### config.mk
export PLATFORM = sky130hd
export DESIGN_NAME = rt_timebase_flat
export DESIGN_NICKNAME = d
export VERILOG_FILES = /design/src/rtl/rt_pkg.sv /design/src/rtl/rt_timebase_if.sv /design/src/rtl/rt_sec_counter.sv /design/src/rtl/rt_timebase.sv /design/src/flat_wrapper.sv
export SDC_FILE = /design/constraint.sdc
export NUM_CORES = 1
export LEC_CHECK = 0
export CORE_MARGIN = 1.5
export CORE_UTILIZATION = 40
export DETAILED_ROUTE_END_ITERATION = 6
export PLACE_DENSITY = 0.63
export SLEW_MARGIN = 20
export SYNTH_ARGS = -nofsm -noshare
export SYNTH_HDL_FRONTEND = slang
export SYNTH_SLANG_ARGS = --single-unit
### constraint.sdc
create_clock -name clk_rt -period 8.7 [get_ports clk_rt]
set_input_delay 1.74 -clock clk_rt [delete_from_list [all_inputs] [get_ports clk_rt]]
set_output_delay 1.74 -clock clk_rt [all_outputs]
set_load 0.02 [all_outputs]
### src/rtl/rt_pkg.sv
// Shared defaults and types for the real-time timebase.
package rt_pkg;
  localparam int RT_PRESCALE_W = 16;
  localparam int RT_SEC_W      = 24;
  localparam int RT_SEC_DIV    = 32768;
  localparam int RT_NUM_CE     = 3;

  // Channel 0 in the LSBs.
  localparam logic [8*RT_NUM_CE-1:0] RT_CE_TAPS = {8'd15, 8'd12, 8'd7};

  typedef logic [RT_SEC_W-1:0] rt_sec_t;
endpackage

### src/rtl/rt_timebase_if.sv
// Load and snapshot handshake bundle between an RTC client and the timebase.
interface rt_timebase_if #(
  parameter int SEC_W = 24
);
  logic             load_valid;
  logic [SEC_W-1:0] load_value;
  logic             load_ready;
  logic             snap_req;
  logic             snap_valid;
  logic [SEC_W-1:0] snap_value;

  modport master (output load_valid, load_value, snap_req,
                  input  load_ready, snap_valid, snap_value);
  modport slave  (input  load_valid, load_value, snap_req,
                  output load_ready, snap_valid, snap_value);
endinterface

### src/rtl/rt_sec_counter.sv
// Seconds sub-divider and RTC counter with load handshake, snapshot and sticky wrap flag.
module rt_sec_counter
  import rt_pkg::*;
#(
  parameter int SEC_DIV = RT_SEC_DIV,
  parameter int SEC_W   = RT_SEC_W
) (
  input  logic             clk_rt,
  input  logic             reset,
  input  logic             run,
  input  logic             freeze,
  input  logic             wrap_clr,
  output logic             sec_tick,
  output logic [SEC_W-1:0] sec_count,
  output logic             sec_wrap,
  rt_timebase_if.slave     bus
);
  localparam int               SUB_W   = (SEC_DIV > 2) ? $clog2(SEC_DIV) : 1;
  localparam logic [SUB_W-1:0] SUB_MAX = SUB_W'(SEC_DIV - 1);

  logic [SUB_W-1:0] sub_cnt, sub_nxt;
  logic [SEC_W-1:0] sec_nxt;
  logic             tick_nxt, wrap_set, load_fire;

  assign load_fire = bus.load_valid & ~freeze;

  // A load overrides a coincident second boundary: no tick, no wrap.
  always_comb begin
    sub_nxt  = sub_cnt;
    sec_nxt  = sec_count;
    tick_nxt = 1'b0;
    wrap_set = 1'b0;
    if (load_fire) begin
      sec_nxt = bus.load_value;
      sub_nxt = '0;
    end else if (run) begin
      if (sub_cnt == SUB_MAX) begin
        sub_nxt  = '0;
        sec_nxt  = sec_count + 1'b1;
        tick_nxt = 1'b1;
        wrap_set = &sec_count;
      end else begin
        sub_nxt = sub_cnt + 1'b1;
      end
    end
  end

  always_ff @(posedge clk_rt or posedge reset) begin
    if (reset) begin
      sub_cnt        <= '0;
      sec_count      <= '0;
      sec_tick       <= 1'b0;
      sec_wrap       <= 1'b0;
      bus.load_ready <= 1'b0;
      bus.snap_valid <= 1'b0;
      bus.snap_value <= '0;
    end else begin
      sub_cnt        <= sub_nxt;
      sec_count      <= sec_nxt;
      sec_tick       <= tick_nxt;
      sec_wrap       <= wrap_set | (sec_wrap & ~wrap_clr);
      bus.load_ready <= load_fire;
      bus.snap_valid <= bus.snap_req;
      // Capture the post-update value so the snapshot matches next cycle's sec_count.
      if (bus.snap_req) bus.snap_value <= sec_nxt;
    end
  end
endmodule

### src/rtl/rt_timebase.sv
// Real-time timebase: free-running prescaler with power-of-two CE taps plus RTC seconds path.
module rt_timebase
  import rt_pkg::*;
#(
  parameter int                    PRESCALE_W = RT_PRESCALE_W,
  parameter int                    NUM_CE     = RT_NUM_CE,
  parameter logic [8*NUM_CE-1:0]   CE_TAPS    = RT_CE_TAPS,
  parameter int                    SEC_DIV    = RT_SEC_DIV,
  parameter int                    SEC_W      = RT_SEC_W
) (
  input  logic              clk_rt,
  input  logic              reset,
  input  logic              enable,
  input  logic              freeze,
  input  logic              prescale_clr,
  output logic [NUM_CE-1:0] ce_out,
  output logic              sec_tick,
  output logic [SEC_W-1:0]  sec_count,
  output logic              sec_wrap,
  input  logic              wrap_clr,
  rt_timebase_if.slave      bus
);
  logic                  run;
  logic [PRESCALE_W-1:0] prescaler;

  assign run = enable & ~freeze;

  always_ff @(posedge clk_rt or posedge reset) begin
    if (reset)             prescaler <= '0;
    else if (prescale_clr) prescaler <= '0;
    else if (run)          prescaler <= prescaler + 1'b1;
  end

  // Pulse after the run cycle that rolls the low TAP+1 bits over.
  for (genvar i = 0; i < NUM_CE; i++) begin : g_ce
    localparam int TAP = int'(CE_TAPS[8*i +: 8]);
    always_ff @(posedge clk_rt or posedge reset) begin
      if (reset) ce_out[i] <= 1'b0;
      else       ce_out[i] <= run & (&prescaler[TAP:0]);
    end
  end

  rt_sec_counter #(
    .SEC_DIV (SEC_DIV),
    .SEC_W   (SEC_W)
  ) u_sec (
    .clk_rt    (clk_rt),
    .reset     (reset),
    .run       (run),
    .freeze    (freeze),
    .wrap_clr  (wrap_clr),
    .sec_tick  (sec_tick),
    .sec_count (sec_count),
    .sec_wrap  (sec_wrap),
    .bus       (bus)
  );
endmodule
### src/flat_wrapper.sv
// flat-port wrapper written by rule: the top's interface ports become plain ports
module rt_timebase_flat import rt_pkg::*;
#(
  parameter int                    PRESCALE_W = RT_PRESCALE_W,
  parameter int                    NUM_CE     = RT_NUM_CE,
  parameter logic [8*NUM_CE-1:0]   CE_TAPS    = RT_CE_TAPS,
  parameter int                    SEC_DIV    = RT_SEC_DIV,
  parameter int                    SEC_W      = RT_SEC_W
)
  (clk_rt, reset, enable, freeze, prescale_clr, ce_out, sec_tick, sec_count, sec_wrap, wrap_clr, bus_load_valid, bus_load_value, bus_snap_req, bus_load_ready, bus_snap_valid, bus_snap_value);
  rt_timebase_if #(.SEC_W(SEC_W)) bus_i ();
  input  logic clk_rt;
  input  logic reset;
  input  logic enable;
  input  logic freeze;
  input  logic prescale_clr;
  output logic [NUM_CE-1:0] ce_out;
  output logic sec_tick;
  output logic [SEC_W-1:0] sec_count;
  output logic sec_wrap;
  input  logic wrap_clr;
  input wire logic [$bits(bus_i.load_valid)-1:0] bus_load_valid;
  input wire logic [$bits(bus_i.load_value)-1:0] bus_load_value;
  input wire logic [$bits(bus_i.snap_req)-1:0] bus_snap_req;
  output wire logic [$bits(bus_i.load_ready)-1:0] bus_load_ready;
  output wire logic [$bits(bus_i.snap_valid)-1:0] bus_snap_valid;
  output wire logic [$bits(bus_i.snap_value)-1:0] bus_snap_value;
  assign bus_i.load_valid = bus_load_valid;
  assign bus_i.load_value = bus_load_value;
  assign bus_i.snap_req = bus_snap_req;
  assign bus_load_ready = bus_i.load_ready;
  assign bus_snap_valid = bus_i.snap_valid;
  assign bus_snap_value = bus_i.snap_value;
  rt_timebase #(.PRESCALE_W(PRESCALE_W), .NUM_CE(NUM_CE), .CE_TAPS(CE_TAPS), .SEC_DIV(SEC_DIV), .SEC_W(SEC_W)) u_core (.clk_rt(clk_rt), .reset(reset), .enable(enable), .freeze(freeze), .prescale_clr(prescale_clr), .ce_out(ce_out), .sec_tick(sec_tick), .sec_count(sec_count), .sec_wrap(sec_wrap), .wrap_clr(wrap_clr), .bus(bus_i));
endmodule
==> impl_metrics.toml, run 1 <==
[synthesis]
synth_nets = 500
synth_compound_area_share_pct = 10.9
ys.flop_type = "dfrtp_1"
avgSynthCellArea_sq_um = 9.44
synth_cells = 465
synthSimpleGateAreaFrac_pct = 24.6
async_flop_share_pct = 100
synth_edf_count = 0
synth-adder-area-share_pct = 0.855
synth-xor-area-share_pct = 8.38
syn_area_sq_mm = 0.00439
ys_ff_latch = 86
ys_seq_area_share_pct = 49.0
synth_warnings = 0
synth_mux_area_share_pct = 1.20
synth_top_family_by_area = "simple AND/OR/NAND/NOR gates"
synth_cell_type_count = 44

[final_layout]
antenna_cells = 0
fin_nets = 574
multi_input_area_sq_mm = 0.00202
register_area_sq_mm = 0.00215
syn_to_final_growth_pct = 26.3
nFillCells = 1016
finalNonFillerCells = 683
drive_above_1_share_pct = 7.18

[timing]
finalCriticalPeriod_ns = 4.24
clock-skew-final_ns = 0.00854
finalSetupViolCount = 0
grt_setup_unrepaired = "false"
timing.hold.ws_ns = 0.516
max_slew_margin_pct = 32.7
finalWorstSetupSlack_ns = 4.46
min_period_over_period_pct = 48.7
fmax_ghz = 0.236
worst_pin_slew_ns = 1.00
final_hold_viol_count = 0
drv_slew = 0
tns_ns = 0

[placed_design]
port-buffer-count = 86
pre_cts_slack_ns = 4.08
dp.cells = 668
place.gp.congestion = 0.787
dp.final_hpwl_um = 7190

[detailed_routing]
post_drt_wl_per_cell_um = 15.5
drc_errors = 0
ant_nets = 0
viasPerCell = 5.38
wl_um = 10600
drt_iter0_drc = 169
drt_pass1_iterations = 4
vias = 3674

[power]
power_leakage_nw = 2.22
power.density_mw_per_mm2 = 174
irDropWorstVdd_mv = 0.0873
power_mw = 0.962

[worst_setup_path]
path_common_cell = "buf_4"
crit_buf_inv = 4
required_ns = 8.94
critPathLaunchType = "primary input"
end_kind = "flip-flop"
worst_r2r_path_depth = 7
worstSetupPathType = "primary input to flip-flop"
path_cells = "clkdlybuf4s50_1 > nand2b_1 > buf_4 > clkinv_1 > buf_4 > a221o_1 > mux2_2"
crit_cells = 7
cp_max_fo = 46
cp.arrival_ns = 4.48
slowest_stage = "clkinv_1"
cpPeakStageDelay_ns = 0.55
path_delay_family = "buffers and inverters"

[clock_network]
clock_sinks = 86
tritoncts = "yes"
cts_hold_repair.buffers = 0
cts_made_buffers = 9
cts_buffer_depth = 2
postCtsSetupBuffers = 0
clk_pin_slew_ns = 0.08
cts_resized = 0
htreeDepth = 3
root_buffer = "clkbuf_8"
clk_latency_ns = 0.36

[global_routing]
overflow = 0
grt_usage_pct = 19.1
grt_first_pass_wirelength_um = 17300
grt_max_degree = 87
grt_pass1_vias = 3556
antenna_found_initial = 0

[floorplanning]
die_w_um = 108
start_util_pct = 40.8
io_pins = 87
die_area_sq_mm = 0.0116
die_h_um = 108
core_sq_mm = 0.0107
rows = 38

[run]
cap_violations = 0

[hold_path]
hold_path_depth = 1
hold_class = "flip-flop to flip-flop"

[run_status]
status = "finished clean"
==> worst paths after layout <==
kind,from,end,slack (ns)
min reg2reg,u_core.u_sec.bus.snap_value[0]$_DFFE_PP0P_,u_core.u_sec.bus.snap_value[0]$_DFFE_PP0P_,0.52
max reg2reg,u_core.u_sec.sub_cnt[0]$_DFFE_PP0P_,u_core.u_sec.bus.snap_value[2]$_DFFE_PP0P_,6.15
max,freeze,u_core.u_sec.bus.snap_value[2]$_DFFE_PP0P_,4.46
min,u_core.u_sec.bus.snap_value[0]$_DFFE_PP0P_,u_core.u_sec.bus.snap_value[0]$_DFFE_PP0P_,0.52
min in group asynchronous,reset,u_core.prescaler[12]$_DFFE_PP0P_,1.91
max in group asynchronous,reset,u_core.prescaler[0]$_DFFE_PP0P_,6.26
==> stage by stage <==
step                util [%]  area [sq um]
global placement        49.7          5340
finish                  51.6          5540
floorplan                  -          4390
global route            51.6          5540
detailed placement      49.7          5340
CTS                     51.6          5540
==> Yosys cell counts (all sizes together), types with 5 or more instances <==
cell     n  area [sq um]
nor4    12           113
xor2    18           158
inv     27           101
or4      5          37.5
clkbuf  23          86.3
xnor2   24           210
nand3   37           185
o21ai   16          80.1
a21oi   31           155
and4     6          52.6
dfrtp   86          2150
nor3     6          40.0
o221ai  18           158
nand2   24          90.1
a31oi    6          37.5
buf      5          28.8
nand4   17           119
and3     9          56.3
nor2    57           214
==> area by class of cell <==
class,count,area share (%)
well taps,140,3.16
flip-flops and latches,86,38.8
clock inverters,5,1.06
repair buffers,91,16.2
inverters,28,1.92
clock buffers,10,2.48
multi-input cells,323,36.4
==> layout by cell type, fill, tap and decap left out, types with 9 or more instances in the layout <==
master | synthesis | routed
o221ai_1 | 18 | 18
clkbuf_8 | 0 | 10
o21ai_0 | 12 | 12
dfrtp_1 | 86 | 86
xnor2_1 | 24 | 24
inv_1 | 27 | 26
nand3_1 | 37 | 37
and3_1 | 9 | 9
nand2_1 | 24 | 24
clkdlybuf4s50_1 | 0 | 85
a21oi_1 | 31 | 31
nand4_1 | 15 | 15
nor2_1 | 57 | 57
xor2_1 | 18 | 18
==> kinds of logic (layout without fill, tap and decap cells) <==
logic type               Yosys count  after routing
multiplexers                       5              5
adder cells (fa/ha/maj)            3              3
AO/OA/AOI/OAI                     77             77
AND/OR/NAND/NOR                  196            196
buffers and inverters             56            134
XOR/XNOR                          42             42
flip-flops                        86             86
==> worst reg2reg max path, delay by kind of cell, from the launching register on <==
family | cells | cell delay, ns
compound gates | 2 | 0.44
fa+ha+maj | 1 | 0.26
flops | 1 | 0.41
buf+inv | 1 | 0.27
mux | 1 | 0.27
simple gates | 2 | 0.80
==> routing by layer <==
metal / up-vias / part of all wire, % / GRT usage [%]
met2: 95 / 47 / 29.8
li1: 1782 / - / -
met5: - / 0 / 0
met4: 0 / 1.6 / 8.08
met1: 1786 / 46 / 26.2
met3: 11 / 4.6 / 3.27
==> state kept, by name, summed over array words and instances (netlist names) <==
signal	count
u_core.prescaler	16
u_core.ce_out	3
u_core.u_sec.sub_cnt	15
u_core.u_sec.bus.snap_valid	1
u_core.u_sec.sec_wrap	1
u_core.u_sec.sec_count	24
u_core.u_sec.bus.load_ready	1
u_core.u_sec.sec_tick	1
u_core.u_sec.bus.snap_value	24
==> report_power, final <==
| group | internal, mW | total (mW) | switching (mW) |
|---|---|---|---|
| clock | 0.139 | 0.284 | 0.144 |
| combinational | 0.0995 | 0.212 | 0.112 |
| sequential | 0.433 | 0.466 | 0.0335 |
| total | 0.672 | 0.962 | 0.290 |
Note: power is estimated with default switching activity, not from simulation.
==> run 2: changes to the inputs <==
- clock period: 8.7 -> 4.15 ns (I/O delays scaled with it)
==> run 2 against run 1 <==
- sequential share of layout area is 0.39 points lower
- worst setup slack got worse by 3.3 ns
- clock-buffer cell count is the same
- cell count grew 0.44%
- via count is 0.95% higher
- die area unchanged
- critical path type unchanged
- largest power group unchanged
- highest routed layer unchanged
==> impl_metrics.toml, run 2 (synthesis results as in run 1) <==
[run_status]
status = "finished clean"

[final_layout]
drive_above_1_share_pct = 7.69
biggestRegsByFlops = "u_core.u_sec.bus.snap_value: 24 flops, u_core.u_sec.sec_count: 24 flops, u_core.prescaler: 16 flops"
stdcell_area_sq_mm = 0.00560
fin_nets = 577
postLayoutCoreUtil_pct = 52.1
syn_to_final_growth_pct = 27.6
layout_commonest_cell = "dfrtp_1"
antenna_cells = 0
layout_common_cells = "dfrtp_1 (86), clkdlybuf4s50_1 (85), nor2_1 (57), nand3_1 (37), a21oi_1 (31)"
finalNonFillerCells = 686

[clock_network]
clk_pin_slew_ns = 0.09
tritoncts = "yes"
root_buffer = "clkbuf_8"
cts_hold_repair.buffers = 0
cts_resized = 0
htreeDepth = 3
cts_buffer_depth = 2
cts_made_buffers = 9
clk_latency_ns = 0.35
postCtsSetupBuffers = 0
clock_sinks = 86

[global_routing]
grt.busiest_layer = "met2"
overflow = 0
grt_max_degree = 49
grt_usage_pct = 19.7
grt_pass1_vias = 3647
grt_use_met1_pct = 26.1
gr-usage-met2_pct = 32.5
grtUsageMet3_pct = 4.00
antenna_found_initial = 0
grt_first_pass_wirelength_um = 17900

[timing]
drv_slew = 0
finalCriticalPeriod_ns = 3.01
tns_ns = 0
clock-skew-final_ns = 0.00991
finalSetupViolCount = 0
worst_pin_slew_ns = 0.971
min_period_over_period_pct = 72.6
grt_setup_unrepaired = "false"
max_slew_margin_pct = 34.8
fmax_ghz = 0.332
final_hold_viol_count = 0

[worst_setup_path]
cpPeakStageDelay_ns = 0.86
slowest_stage = "or4_1"
critPathLaunchType = "primary input"
path_cells = "clkdlybuf4s50_1 > nand2b_1 > or4_1 > nor4b_4 > xnor2_1 > o221ai_1"
path_delay_family = "simple AND/OR/NAND/NOR gates"
end_kind = "flip-flop"
required_ns = 4.35
cp_max_fo = 16
cp.arrival_ns = 3.21
crit_buf_inv = 1
worstSetupPathType = "primary input to flip-flop"

[detailed_routing]
ant_nets = 0
vias = 3709
drt_iter0_drc = 138
post_drt_wl_per_cell_um = 15.8
wl_um = 10800
viasPerCell = 5.41
drt_pass1_iterations = 6
drc_errors = 0

[power]
power.density_mw_per_mm2 = 372
irDropWorstVdd_mv = 0.185
clockPowerShare_pct = 31.6
seq_power_share_pct = 47.0
power_leakage_nw = 2.25
switching_power_mw = 0.612
combPwrFrac_pct = 21.5
power_mw = 2.08
netSwitchingFraction_pct = 29.4
intPower_mw = 1.47

[placed_design]
place.gp.congestion = 0.783
dp.final_hpwl_um = 7400
place_area_sq_mm = 0.00538
port-buffer-count = 86
dp.cells = 671

[floorplanning]
die_w_um = 108
die_area_sq_mm = 0.0116
start_util_pct = 40.8
io_pins = 87
die_h_um = 108
core_sq_mm = 0.0107
rows = 38

[run]
cap_violations = 0

[hold_path]
hold_class = "flip-flop to flip-flop"
run 2: path summary, 6_finish.rpt:
path	start	endpoint	slack, ns	depth (start not counted)
setup / recovery	freeze	u_core.u_sec.bus.snap_value[23]$_DFFE_PP0P_	1.14	6
hold / removal	u_core.u_sec.bus.snap_value[16]$_DFFE_PP0P_	u_core.u_sec.bus.snap_value[16]$_DFFE_PP0P_	0.53	2
setup reg to reg	u_core.u_sec.sec_count[1]$_DFF_PP0_	u_core.u_sec.bus.snap_value[14]$_DFFE_PP0P_	1.71	6
hold reg to reg	u_core.u_sec.bus.snap_value[16]$_DFFE_PP0P_	u_core.u_sec.bus.snap_value[16]$_DFFE_PP0P_	0.53	2
max in group asynchronous	reset	u_core.u_sec.bus.snap_value[18]$_DFFE_PP0P_	2.57	3
min in group asynchronous	reset	u_core.ce_out[0]$_DFF_PP0_	0.90	2
run 2: metal layers:
layer  routed length [um]  vias to the layer above  share of wire (%)
li1                     -                     1792                  -
met4                  144                        0                1.3
met2                 5150                       96                 47
met5                    0                        -                  0
met3                  507                       12                4.7
met1                 5040                     1809                 47
run 2: per-stage QoR:
stage | hold slack (ns) | worst slack, ns
final | 0.530 | 1.14
after detailed placement | 0.508 | 0.799
after CTS | 0.537 | 1.17
after global placement | 0.513 | 0.856
after floorplan | 0.497 | 1.10
after global routing | 0.557 | 1.01
run 2: area by class of cell:
type                    count  area, sq um
fillers                  1033         5140
inverters                  28          106
multi-input cells         323         2020
clock inverters             5         83.8
flip-flops and latches     86         2150
clock buffers              10          138
well taps                 140          175
repair buffers             94          928
run 2: power by group through the flow:
stage               logic, mW  clock network [mW]  registers [mW]
floorplan               0.159                   0            1.06
global placement        0.446                   0           0.994
finish                  0.447               0.658           0.980
detailed placement      0.450                   0           0.995
CTS                     0.453               0.673           0.980
global route            0.487               0.711           0.991
run 2: worst reg2reg max path, stage by stage, from the launching register on:
cell and delay [ns]:
dfrtp_1 0.45, ha_1 0.29, nand3_1 0.09, nor3_1 0.80, nand3_1 0.26, xnor2_1 0.25, o221ai_1 0.15
